--- src/rtl/wca_wbf_arb_pkg.sv ---
// Shared types and default sizing for the weight-buffer read arbiter.
package wca_wbf_arb_pkg;

    localparam int NUM_REQ_DFLT        = 4;
    localparam int WEI_ADDR_WIDTH_DFLT = 8;
    localparam int DATA_WIDTH_DFLT     = 8;
    localparam int MAX_OUTST_DFLT      = 4;

    // Requester id; wide enough for the default requester count.
    // A NUM_REQ override must stay within 2**REQ_ID_W requesters.
    localparam int REQ_ID_W = $clog2(NUM_REQ_DFLT);
    typedef logic [REQ_ID_W-1:0] req_id_t;

endpackage

--- src/rtl/wca_wbf_arb_if.sv ---
// Bundle of config, weight-cache and weight-buffer channels around the arbiter.
interface wca_wbf_arb_if
    import wca_wbf_arb_pkg::*;
#(
    parameter int NUM_REQ        = NUM_REQ_DFLT,
    parameter int WEI_ADDR_WIDTH = WEI_ADDR_WIDTH_DFLT,
    parameter int DATA_WIDTH     = DATA_WIDTH_DFLT
) ();

    logic                                        TOPARB_CfgVld;
    logic [NUM_REQ-1:0]                          TOPARB_CfgMsk;
    logic                                        ARBTOP_CfgRdy;
    logic                                        ARBTOP_Err;

    logic [NUM_REQ-1:0]                          WCAARB_AdrVld;
    logic [NUM_REQ-1:0][WEI_ADDR_WIDTH-1:0]      WCAARB_Adr;
    logic [NUM_REQ-1:0]                          ARBWCA_AdrRdy;
    logic [NUM_REQ-1:0]                          ARBWCA_DatVld;
    logic [NUM_REQ-1:0][DATA_WIDTH-1:0]          ARBWCA_Dat;
    logic [NUM_REQ-1:0]                          WCAARB_DatRdy;

    logic                                        ARBWBF_AdrVld;
    logic [WEI_ADDR_WIDTH-1:0]                   ARBWBF_Adr;
    logic                                        WBFARB_AdrRdy;
    logic                                        WBFARB_DatVld;
    logic [DATA_WIDTH-1:0]                       WBFARB_Dat;
    logic                                        ARBWBF_DatRdy;

    // Arbiter side.
    modport slave (
        input  TOPARB_CfgVld, TOPARB_CfgMsk,
        output ARBTOP_CfgRdy, ARBTOP_Err,
        input  WCAARB_AdrVld, WCAARB_Adr, WCAARB_DatRdy,
        output ARBWCA_AdrRdy, ARBWCA_DatVld, ARBWCA_Dat,
        output ARBWBF_AdrVld, ARBWBF_Adr, ARBWBF_DatRdy,
        input  WBFARB_AdrRdy, WBFARB_DatVld, WBFARB_Dat
    );

    // Surrounding system side (caches, weight buffer, top control).
    modport master (
        output TOPARB_CfgVld, TOPARB_CfgMsk,
        input  ARBTOP_CfgRdy, ARBTOP_Err,
        output WCAARB_AdrVld, WCAARB_Adr, WCAARB_DatRdy,
        input  ARBWCA_AdrRdy, ARBWCA_DatVld, ARBWCA_Dat,
        input  ARBWBF_AdrVld, ARBWBF_Adr, ARBWBF_DatRdy,
        output WBFARB_AdrRdy, WBFARB_DatVld, WBFARB_Dat
    );

endinterface

--- src/rtl/wca_tag_fifo.sv ---
// In-order FIFO of requester ids, one entry per outstanding weight read.
module wca_tag_fifo
    import wca_wbf_arb_pkg::*;
#(
    parameter int DEPTH = MAX_OUTST_DFLT
) (
    input  logic                   clk,
    input  logic                   rst,
    input  logic                   i_push,
    input  req_id_t                i_push_id,
    input  logic                   i_pop,
    output req_id_t                o_head,
    output logic                   o_full,
    output logic                   o_empty,
    output logic [$clog2(DEPTH):0] o_count
);

    localparam int PTR_W = $clog2(DEPTH);

    req_id_t            r_mem [DEPTH];
    logic [PTR_W-1:0]   r_wr_ptr;
    logic [PTR_W-1:0]   r_rd_ptr;
    logic [PTR_W:0]     r_count;
    logic               w_push_en;
    logic               w_pop_en;

    assign o_full    = (r_count == PTR_W'(0) + (PTR_W+1)'(DEPTH));
    assign o_empty   = (r_count == '0);
    assign o_count   = r_count;
    // The head must be visible in the same cycle a data beat arrives.
    assign o_head    = r_mem[r_rd_ptr];
    assign w_push_en = i_push & ~o_full;
    assign w_pop_en  = i_pop & ~o_empty;

    // Pointers wrap naturally because DEPTH is a power of two.
    always_ff @(posedge clk) begin
        if (rst) begin
            r_wr_ptr <= '0;
            r_rd_ptr <= '0;
            r_count  <= '0;
        end else begin
            if (w_push_en) r_wr_ptr <= r_wr_ptr + 1'b1;
            if (w_pop_en)  r_rd_ptr <= r_rd_ptr + 1'b1;
            r_count <= r_count + (PTR_W+1)'(w_push_en) - (PTR_W+1)'(w_pop_en);
        end
    end

    // Storage has no reset; stale entries are never read while empty.
    always_ff @(posedge clk) begin
        if (w_push_en) r_mem[r_wr_ptr] <= i_push_id;
    end

endmodule

--- src/rtl/wca_wbf_arb.sv ---
// Round-robin arbiter sharing one Weight Buffer read channel between
// weight-cache requesters, with in-order steering of returned data.
module wca_wbf_arb
    import wca_wbf_arb_pkg::*;
#(
    parameter int NUM_REQ        = NUM_REQ_DFLT,
    parameter int WEI_ADDR_WIDTH = WEI_ADDR_WIDTH_DFLT,
    parameter int DATA_WIDTH     = DATA_WIDTH_DFLT,
    parameter int MAX_OUTST      = MAX_OUTST_DFLT
) (
    input  logic          clk,
    input  logic          rst,
    wca_wbf_arb_if.slave  io_bus
);

    logic [NUM_REQ-1:0]          r_mask;
    req_id_t                     r_rr_ptr;
    logic                        r_lock;
    req_id_t                     r_lock_id;
    logic                        r_err;

    logic [NUM_REQ-1:0]          w_req;
    logic [NUM_REQ-1:0]          w_adr_rdy;
    logic [NUM_REQ-1:0]          w_dat_vld;
    req_id_t                     w_gnt;
    req_id_t                     w_head;
    logic                        w_full;
    logic                        w_empty;
    logic [$clog2(MAX_OUTST):0]  w_count;
    logic                        w_adr_vld;
    logic                        w_adr_hs;
    logic                        w_dat_rdy;
    logic                        w_pop;
    logic                        w_cfg_rdy;
    logic                        w_cfg_acc;

    // First set bit of req at or cyclically after ptr; lowest offset wins.
    function automatic req_id_t rr_pick(input logic [NUM_REQ-1:0] req,
                                        input req_id_t ptr);
        req_id_t pick;
        int      idx;
        pick = ptr;
        for (int k = NUM_REQ - 1; k >= 0; k--) begin
            idx = (int'(ptr) + k) % NUM_REQ;
            if (req[idx]) pick = req_id_t'(idx);
        end
        return pick;
    endfunction

    assign w_req     = io_bus.WCAARB_AdrVld & r_mask;
    assign w_gnt     = r_lock ? r_lock_id : rr_pick(w_req, r_rr_ptr);
    // Full blocks issue even if a pop happens this cycle: no bypass path.
    assign w_adr_vld = (|w_req) & ~w_full;
    assign w_adr_hs  = w_adr_vld & io_bus.WBFARB_AdrRdy;
    assign w_dat_rdy = ~w_empty & io_bus.WCAARB_DatRdy[w_head];
    assign w_pop     = io_bus.WBFARB_DatVld & w_dat_rdy;
    assign w_cfg_rdy = (w_count == '0) & ~r_lock;
    assign w_cfg_acc = io_bus.TOPARB_CfgVld & w_cfg_rdy;

    generate
        for (genvar gi = 0; gi < NUM_REQ; gi++) begin : g_req
            assign w_adr_rdy[gi] = w_adr_hs & (w_gnt == req_id_t'(gi));
            assign w_dat_vld[gi] = ~w_empty & io_bus.WBFARB_DatVld &
                                   (w_head == req_id_t'(gi));
        end
    endgenerate

    assign io_bus.ARBWBF_AdrVld = w_adr_vld;
    assign io_bus.ARBWBF_Adr    = w_adr_vld ? io_bus.WCAARB_Adr[w_gnt] : '0;
    assign io_bus.ARBWCA_AdrRdy = w_adr_rdy;
    assign io_bus.ARBWCA_DatVld = w_dat_vld;
    assign io_bus.ARBWCA_Dat    = {NUM_REQ{io_bus.WBFARB_Dat}};
    assign io_bus.ARBWBF_DatRdy = w_dat_rdy;
    assign io_bus.ARBTOP_CfgRdy = w_cfg_rdy;
    assign io_bus.ARBTOP_Err    = r_err;

    wca_tag_fifo #(.DEPTH(MAX_OUTST)) u_tag_fifo (
        .clk       (clk),
        .rst       (rst),
        .i_push    (w_adr_hs),
        .i_push_id (w_gnt),
        .i_pop     (w_pop),
        .o_head    (w_head),
        .o_full    (w_full),
        .o_empty   (w_empty),
        .o_count   (w_count)
    );

    // Grant lock: pin the grant while the Weight Buffer stalls an offered
    // address; a full FIFO leaves the lock untouched.
    always_ff @(posedge clk) begin
        if (rst) begin
            r_lock    <= 1'b0;
            r_lock_id <= '0;
        end else if (w_adr_hs) begin
            r_lock    <= 1'b0;
        end else if (w_adr_vld) begin
            r_lock    <= 1'b1;
            r_lock_id <= w_gnt;
        end
    end

    // Round-robin pointer and enable mask; a config load restarts at 0.
    always_ff @(posedge clk) begin
        if (rst) begin
            r_mask   <= '1;
            r_rr_ptr <= '0;
        end else if (w_cfg_acc) begin
            r_mask   <= io_bus.TOPARB_CfgMsk;
            r_rr_ptr <= '0;
        end else if (w_adr_hs) begin
            r_rr_ptr <= (w_gnt == req_id_t'(NUM_REQ - 1)) ? '0 : w_gnt + 1'b1;
        end
    end

    // Sticky error: data returned with no outstanding tag to steer it.
    always_ff @(posedge clk) begin
        if (rst) begin
            r_err <= 1'b0;
        end else if (io_bus.WBFARB_DatVld & w_empty) begin
            r_err <= 1'b1;
        end
    end

endmodule

--- src/flat_wrapper.sv ---
// flat-port wrapper written by rule: the top's interface ports become plain ports
module wca_wbf_arb_flat import wca_wbf_arb_pkg::*;
#(
    parameter int NUM_REQ        = NUM_REQ_DFLT,
    parameter int WEI_ADDR_WIDTH = WEI_ADDR_WIDTH_DFLT,
    parameter int DATA_WIDTH     = DATA_WIDTH_DFLT,
    parameter int MAX_OUTST      = MAX_OUTST_DFLT
)
  (clk, rst, io_bus_TOPARB_CfgVld, io_bus_TOPARB_CfgMsk, io_bus_ARBTOP_CfgRdy, io_bus_ARBTOP_Err, io_bus_WCAARB_AdrVld, io_bus_WCAARB_Adr, io_bus_WCAARB_DatRdy, io_bus_ARBWCA_AdrRdy, io_bus_ARBWCA_DatVld, io_bus_ARBWCA_Dat, io_bus_ARBWBF_AdrVld, io_bus_ARBWBF_Adr, io_bus_ARBWBF_DatRdy, io_bus_WBFARB_AdrRdy, io_bus_WBFARB_DatVld, io_bus_WBFARB_Dat);
  wca_wbf_arb_if #(.NUM_REQ(NUM_REQ), .WEI_ADDR_WIDTH(WEI_ADDR_WIDTH), .DATA_WIDTH(DATA_WIDTH)) io_bus_i ();
  input  logic clk;
  input  logic rst;
  input wire logic [$bits(io_bus_i.TOPARB_CfgVld)-1:0] io_bus_TOPARB_CfgVld;
  input wire logic [$bits(io_bus_i.TOPARB_CfgMsk)-1:0] io_bus_TOPARB_CfgMsk;
  output wire logic [$bits(io_bus_i.ARBTOP_CfgRdy)-1:0] io_bus_ARBTOP_CfgRdy;
  output wire logic [$bits(io_bus_i.ARBTOP_Err)-1:0] io_bus_ARBTOP_Err;
  input wire logic [$bits(io_bus_i.WCAARB_AdrVld)-1:0] io_bus_WCAARB_AdrVld;
  input wire logic [$bits(io_bus_i.WCAARB_Adr)-1:0] io_bus_WCAARB_Adr;
  input wire logic [$bits(io_bus_i.WCAARB_DatRdy)-1:0] io_bus_WCAARB_DatRdy;
  output wire logic [$bits(io_bus_i.ARBWCA_AdrRdy)-1:0] io_bus_ARBWCA_AdrRdy;
  output wire logic [$bits(io_bus_i.ARBWCA_DatVld)-1:0] io_bus_ARBWCA_DatVld;
  output wire logic [$bits(io_bus_i.ARBWCA_Dat)-1:0] io_bus_ARBWCA_Dat;
  output wire logic [$bits(io_bus_i.ARBWBF_AdrVld)-1:0] io_bus_ARBWBF_AdrVld;
  output wire logic [$bits(io_bus_i.ARBWBF_Adr)-1:0] io_bus_ARBWBF_Adr;
  output wire logic [$bits(io_bus_i.ARBWBF_DatRdy)-1:0] io_bus_ARBWBF_DatRdy;
  input wire logic [$bits(io_bus_i.WBFARB_AdrRdy)-1:0] io_bus_WBFARB_AdrRdy;
  input wire logic [$bits(io_bus_i.WBFARB_DatVld)-1:0] io_bus_WBFARB_DatVld;
  input wire logic [$bits(io_bus_i.WBFARB_Dat)-1:0] io_bus_WBFARB_Dat;
  assign io_bus_i.TOPARB_CfgVld = io_bus_TOPARB_CfgVld;
  assign io_bus_i.TOPARB_CfgMsk = io_bus_TOPARB_CfgMsk;
  assign io_bus_ARBTOP_CfgRdy = io_bus_i.ARBTOP_CfgRdy;
  assign io_bus_ARBTOP_Err = io_bus_i.ARBTOP_Err;
  assign io_bus_i.WCAARB_AdrVld = io_bus_WCAARB_AdrVld;
  assign io_bus_i.WCAARB_Adr = io_bus_WCAARB_Adr;
  assign io_bus_i.WCAARB_DatRdy = io_bus_WCAARB_DatRdy;
  assign io_bus_ARBWCA_AdrRdy = io_bus_i.ARBWCA_AdrRdy;
  assign io_bus_ARBWCA_DatVld = io_bus_i.ARBWCA_DatVld;
  assign io_bus_ARBWCA_Dat = io_bus_i.ARBWCA_Dat;
  assign io_bus_ARBWBF_AdrVld = io_bus_i.ARBWBF_AdrVld;
  assign io_bus_ARBWBF_Adr = io_bus_i.ARBWBF_Adr;
  assign io_bus_ARBWBF_DatRdy = io_bus_i.ARBWBF_DatRdy;
  assign io_bus_i.WBFARB_AdrRdy = io_bus_WBFARB_AdrRdy;
  assign io_bus_i.WBFARB_DatVld = io_bus_WBFARB_DatVld;
  assign io_bus_i.WBFARB_Dat = io_bus_WBFARB_Dat;
  wca_wbf_arb #(.NUM_REQ(NUM_REQ), .WEI_ADDR_WIDTH(WEI_ADDR_WIDTH), .DATA_WIDTH(DATA_WIDTH), .MAX_OUTST(MAX_OUTST)) u_core (.clk(clk), .rst(rst), .io_bus(io_bus_i));
endmodule
--- config.mk ---
export PLATFORM = sky130hd
export DESIGN_NAME = wca_wbf_arb_flat
export DESIGN_NICKNAME = d
export VERILOG_FILES = /design/src/rtl/wca_wbf_arb_pkg.sv /design/src/rtl/wca_wbf_arb_if.sv /design/src/rtl/wca_tag_fifo.sv /design/src/rtl/wca_wbf_arb.sv /design/src/flat_wrapper.sv
export SDC_FILE = /design/constraint.sdc
export NUM_CORES = 1
export LEC_CHECK = 0
export ABC_AREA = 1
export CORE_ASPECT_RATIO = 1.25
export CORE_MARGIN = 1.5
export CORE_UTILIZATION = 40
export CTS_BUF_LIST = sky130_fd_sc_hd__clkbuf_8
export DETAILED_ROUTE_END_ITERATION = 10
export HOLD_SLACK_MARGIN = 0.08
export PLACE_DENSITY_LB_ADDON = 0.3
export SLEW_MARGIN = 20
export SYNTH_ARGS = -nofsm -noshare
export SYNTH_HDL_FRONTEND = slang
export SYNTH_SLANG_ARGS = --single-unit
--- constraint.sdc ---
create_clock -name clk -period 3.4 [get_ports clk]
set_clock_uncertainty 0.15 [all_clocks]
set_input_delay 0.51 -clock clk [delete_from_list [all_inputs] [get_ports clk]]
set_output_delay 0.51 -clock clk [all_outputs]
set_load 0.005 [all_outputs]
==> results by group <==
Routing
  – DR iter-0 viols: 62
  – WL/cell: 11.2 µm
  – Via count: 2,119
  – DR WL met2: 2450 µm
  – DR vias/cell: 4.83
  – DRC viols: 0
  – Final WL: 4930 µm
  – Met3 WL: 335 µm
  – Max layer used: met4
  – M1 wire length: 2090 µm
  – First drt pass iteration count: 4
  – Post-route ant nets: 0

Setup path
  – Cell repeated most along the worst path: nand2_1
  – CP Class: input port to primary output
  – CP delay by family, top: buffers and inverters
  – CP Launch Type: input port
  – CP Data Required Time: 2.74 ns
  – RR Endpoint: u_core.u_tag_fifo.o_count[2]$_SDFF_PP0_
  – Crit Path Max Fanout: 3
  – Crit path from: io_bus_WCAARB_AdrVld[0]
  – Reg2reg setup slack: 0.62 ns
  – Arr. time, crit path: 2.61 ns
  – Critical Path, Cell by Cell: clkdlybuf4s50_1 > nand2_2 > nand2_1 > nand2_1 > nand2_1 > nand2_1 > o21ai_2 > nand3_1 > nand3_4 > nand2_2 > nor3_1 > clkdlybuf4s50_1
  – Slowest Stage Delay on Critical Path: 0.53 ns
  – CP endpoint kind: primary output
  – Buf/Inv on CP: 2
  – Max stage delay cell, worst path: clkdlybuf4s50_1
  – Register-to-Register Path Depth: 17

Timing
  – PnR worst setup slack: 0.130 ns
  – Fin. max-slew vios: 0
  – # setup viols final: 0
  – Part of the cycle the worst path needs: 96.2%
  – Worst Tran Pin Value: 0.412 ns
  – RSZ-0062 raised after global routing: yes
  – Setup TNS: 0 ns
  – Final hold vios: 0
  – Min Clock Period, post-route: 3.27 ns
  – Slew headroom: 72.4%
  – Max Fclk: 306 MHz

Yosys
  – Syn_area_per_cell: 6.77 µm²
  – Yosys warns: 0
  – Syn Inst Count: 328
  – Sequential fraction of the synthesis area: 27.9%
  – Synth cell types: 32
  – Post-Syn Area: 2220 µm²
  – Post-synth net total: 392
  – Synthesized flop and latch total: 27

GRT
  – Pin count of the biggest net entering global routing: 18
  – First-pass GRT wire length: 8180 µm
  – Gr ovfl total: 0
  – Antenna violations before repair: 0
  – Gr usage total: 16.2%
  – Vias in the first global route: 1,959

Die
  – Top Ports: 109
  – Effective utilization at floorplan: 41.1%
  – Die Span X: 69.7 µm
  – Die Area: 6010 µm²
  – Die height: 86.3 µm
  – Core region area: 5410 µm²
  – Num rows: 30

Hold path
  – Hold Crit Start: u_core.io_bus.ARBTOP_Err$_SDFFE_PP0P_
  – Worst hold-check path type: flip-flop to flip-flop
  – Cells on Worst Hold Path: 2
  – Hold EP: u_core.io_bus.ARBTOP_Err$_SDFFE_PP0P_

Place
  – Routability cong.: 0.778
  – Pre-CTS WS: -0.0684 ns
  – DP Cell Count: 431
  – Port Buffers: 68
  – Detailed Place HPWL: 3830 µm

Finish
  – ANT cells: 0
  – Reg area: 621 µm²
  – Most frequent cells in the layout: nand2_1 (88), clkdlybuf4s50_1 (58), nand3_1 (38), inv_1 (35), nor2_1 (22)
  – Area delta synth->final: 29.6%
  – Commonest non-fill, non-tap cell in the layout: nand2_1
  – Finished Layout Cells: 439
  – Multi-input gate area: 1190 µm²
  – Nets@finish: 440
  – FILL cells: 541
  – Share of layout cells above drive strength 1: 17.6%

Power
  – Leakage: 1.40 nW
  – Pwr per Cell Area: 934 nW/µm²
  – Peak VDD IR: 511 µV

Clocking
  – CTS sink cnt: 27
  – Worst-path clk slew: 0.09 ns
  – Number of H-tree levels: 1
  – Clk_lat worst skew: 0.27 ns
  – Hold Buf Count CTS: 0
  – Clock tree buffer depth: 2
  – Root buffer cell: clkbuf_8
  – CTS tree: built
  – CTS buffer count: 3

Flow run
  – Max Cap Viol: 0

Run status
  – Status: complete, no violations
==> through the flow <==
stage | utilization (%) | hold slack (ns) | cell area (µm²) | total power [mW]
global route | 53.3 | 0.344 | 2880 | 2.94
global placement | 51.3 | 0.295 | 2770 | 2.43
floorplan | - | 0.291 | 2220 | 1.79
CTS | 52.5 | 0.325 | 2840 | 2.61
finish | 53.3 | 0.312 | 2880 | 2.69
detailed placement | 51.3 | 0.310 | 2770 | 2.45
==> cells by family (layout without fill, tap and decap cells) <==
group / count (synthesis) / after routing / synth area share (%)
and+or+nand+nor: 180 / 180 / 36.8
buffers and inverters: 79 / 126 / 20.6
AOI/OAI and AO/OA: 33 / 33 / 9.63
DFF: 27 / 27 / 27.9
adders and majority gates: 7 / 7 / 4.28
xor gates and xnor gates: 2 / 2 / 0.788
==> timing repair <==
item | CTS | global route
cloned | 0 | 0
buffers inserted | 1 | 3
resized for setup | 13 | 21
pin swaps | 0 | 4
setup endpoints to repair | 9 | 6
==> cell type report <==
class                           count  area share (%)
Inverter                           39            5.08
Sequential cell                    27            21.5
Tap cell                           64            2.78
Multi-Input combinational cell    222            41.4
Clock buffer                        3            1.43
Timing Repair Buffer               83            27.6
Clock inverter                      1           0.174
==> worst reg2reg max path: cells and delay by family, from the launching register on <==
family                   cells  cell delay (ns)
adder cells (fa/ha/maj)      3             0.86
buffers and inverters        5             0.31
AO/OA/AOI/OAI                3             0.37
AND/OR/NAND/NOR              6             0.59
flip-flops                   1             0.44
==> worst max-delay path by stage <==
stage	slack [ns]	cells past startpoint	end
final	0.13	12	io_bus_ARBWCA_AdrRdy[3]
after global routing	-0.02	12	io_bus_ARBWCA_AdrRdy[3]
after CTS	0.04	14	io_bus_ARBWCA_AdrRdy[0]
after detailed placement	-0.07	15	io_bus_ARBWBF_Adr[3]
after global placement	-0.06	12	io_bus_ARBWBF_Adr[3]
after floorplan	0.76	13	u_core.u_tag_fifo.o_count[2]$_SDFF_PP0_
==> flip-flops by register name (all words and copies together), names as in the netlist, 2 cells and up, named ones only <==
name	cells
u_core.u_tag_fifo.r_rd_ptr	2
u_core.r_mask	4
u_core.r_lock_id	2
u_core.r_rr_ptr	2
u_core.u_tag_fifo.r_mem	8
u_core.u_tag_fifo.o_count	3
u_core.u_tag_fifo.r_wr_ptr	2
==> cell usage after synthesis, drive strengths merged <==
| cell type | n | area share, % |
|---|---|---|
| a211oi | 1 | 0.34 |
| a21boi | 1 | 0.51 |
| a21oi | 17 | 5.2 |
| buf | 38 | 14 |
| clkbuf | 2 | 0.51 |
| clkinv | 1 | 0.17 |
| dfxtp | 19 | 17 |
| edfxtp | 8 | 11 |
| fa | 1 | 0.90 |
| ha | 6 | 3.4 |
| inv | 38 | 6.4 |
| nand2 | 109 | 20 |
| nand3 | 45 | 12 |
| nand4 | 1 | 0.28 |
| nor2 | 22 | 3.7 |
| nor3 | 2 | 0.45 |
| o21ai | 13 | 3.3 |
| o31ai | 1 | 0.34 |
| or2 | 1 | 0.28 |
| xor2 | 2 | 0.79 |
==> power breakdown <==
group	leakage (nW)	switching, mW	total, mW	internal, mW
Clock	0.0255	0.0942	0.176	0.0818
Sequential	0.231	0.0753	0.524	0.449
Combinational	1.14	1.09	1.99	0.902
==> metal layers <==
| metal | track usage, % | up-vias |
|---|---|---|
| li1 | - | 1103 |
| met1 | 18.3 | 947 |
| met2 | 31.3 | 63 |
| met3 | 2.56 | 6 |
| met4 | 5.07 | 0 |
| met5 | 0 | - |
(Power assumes the default switching activity.)
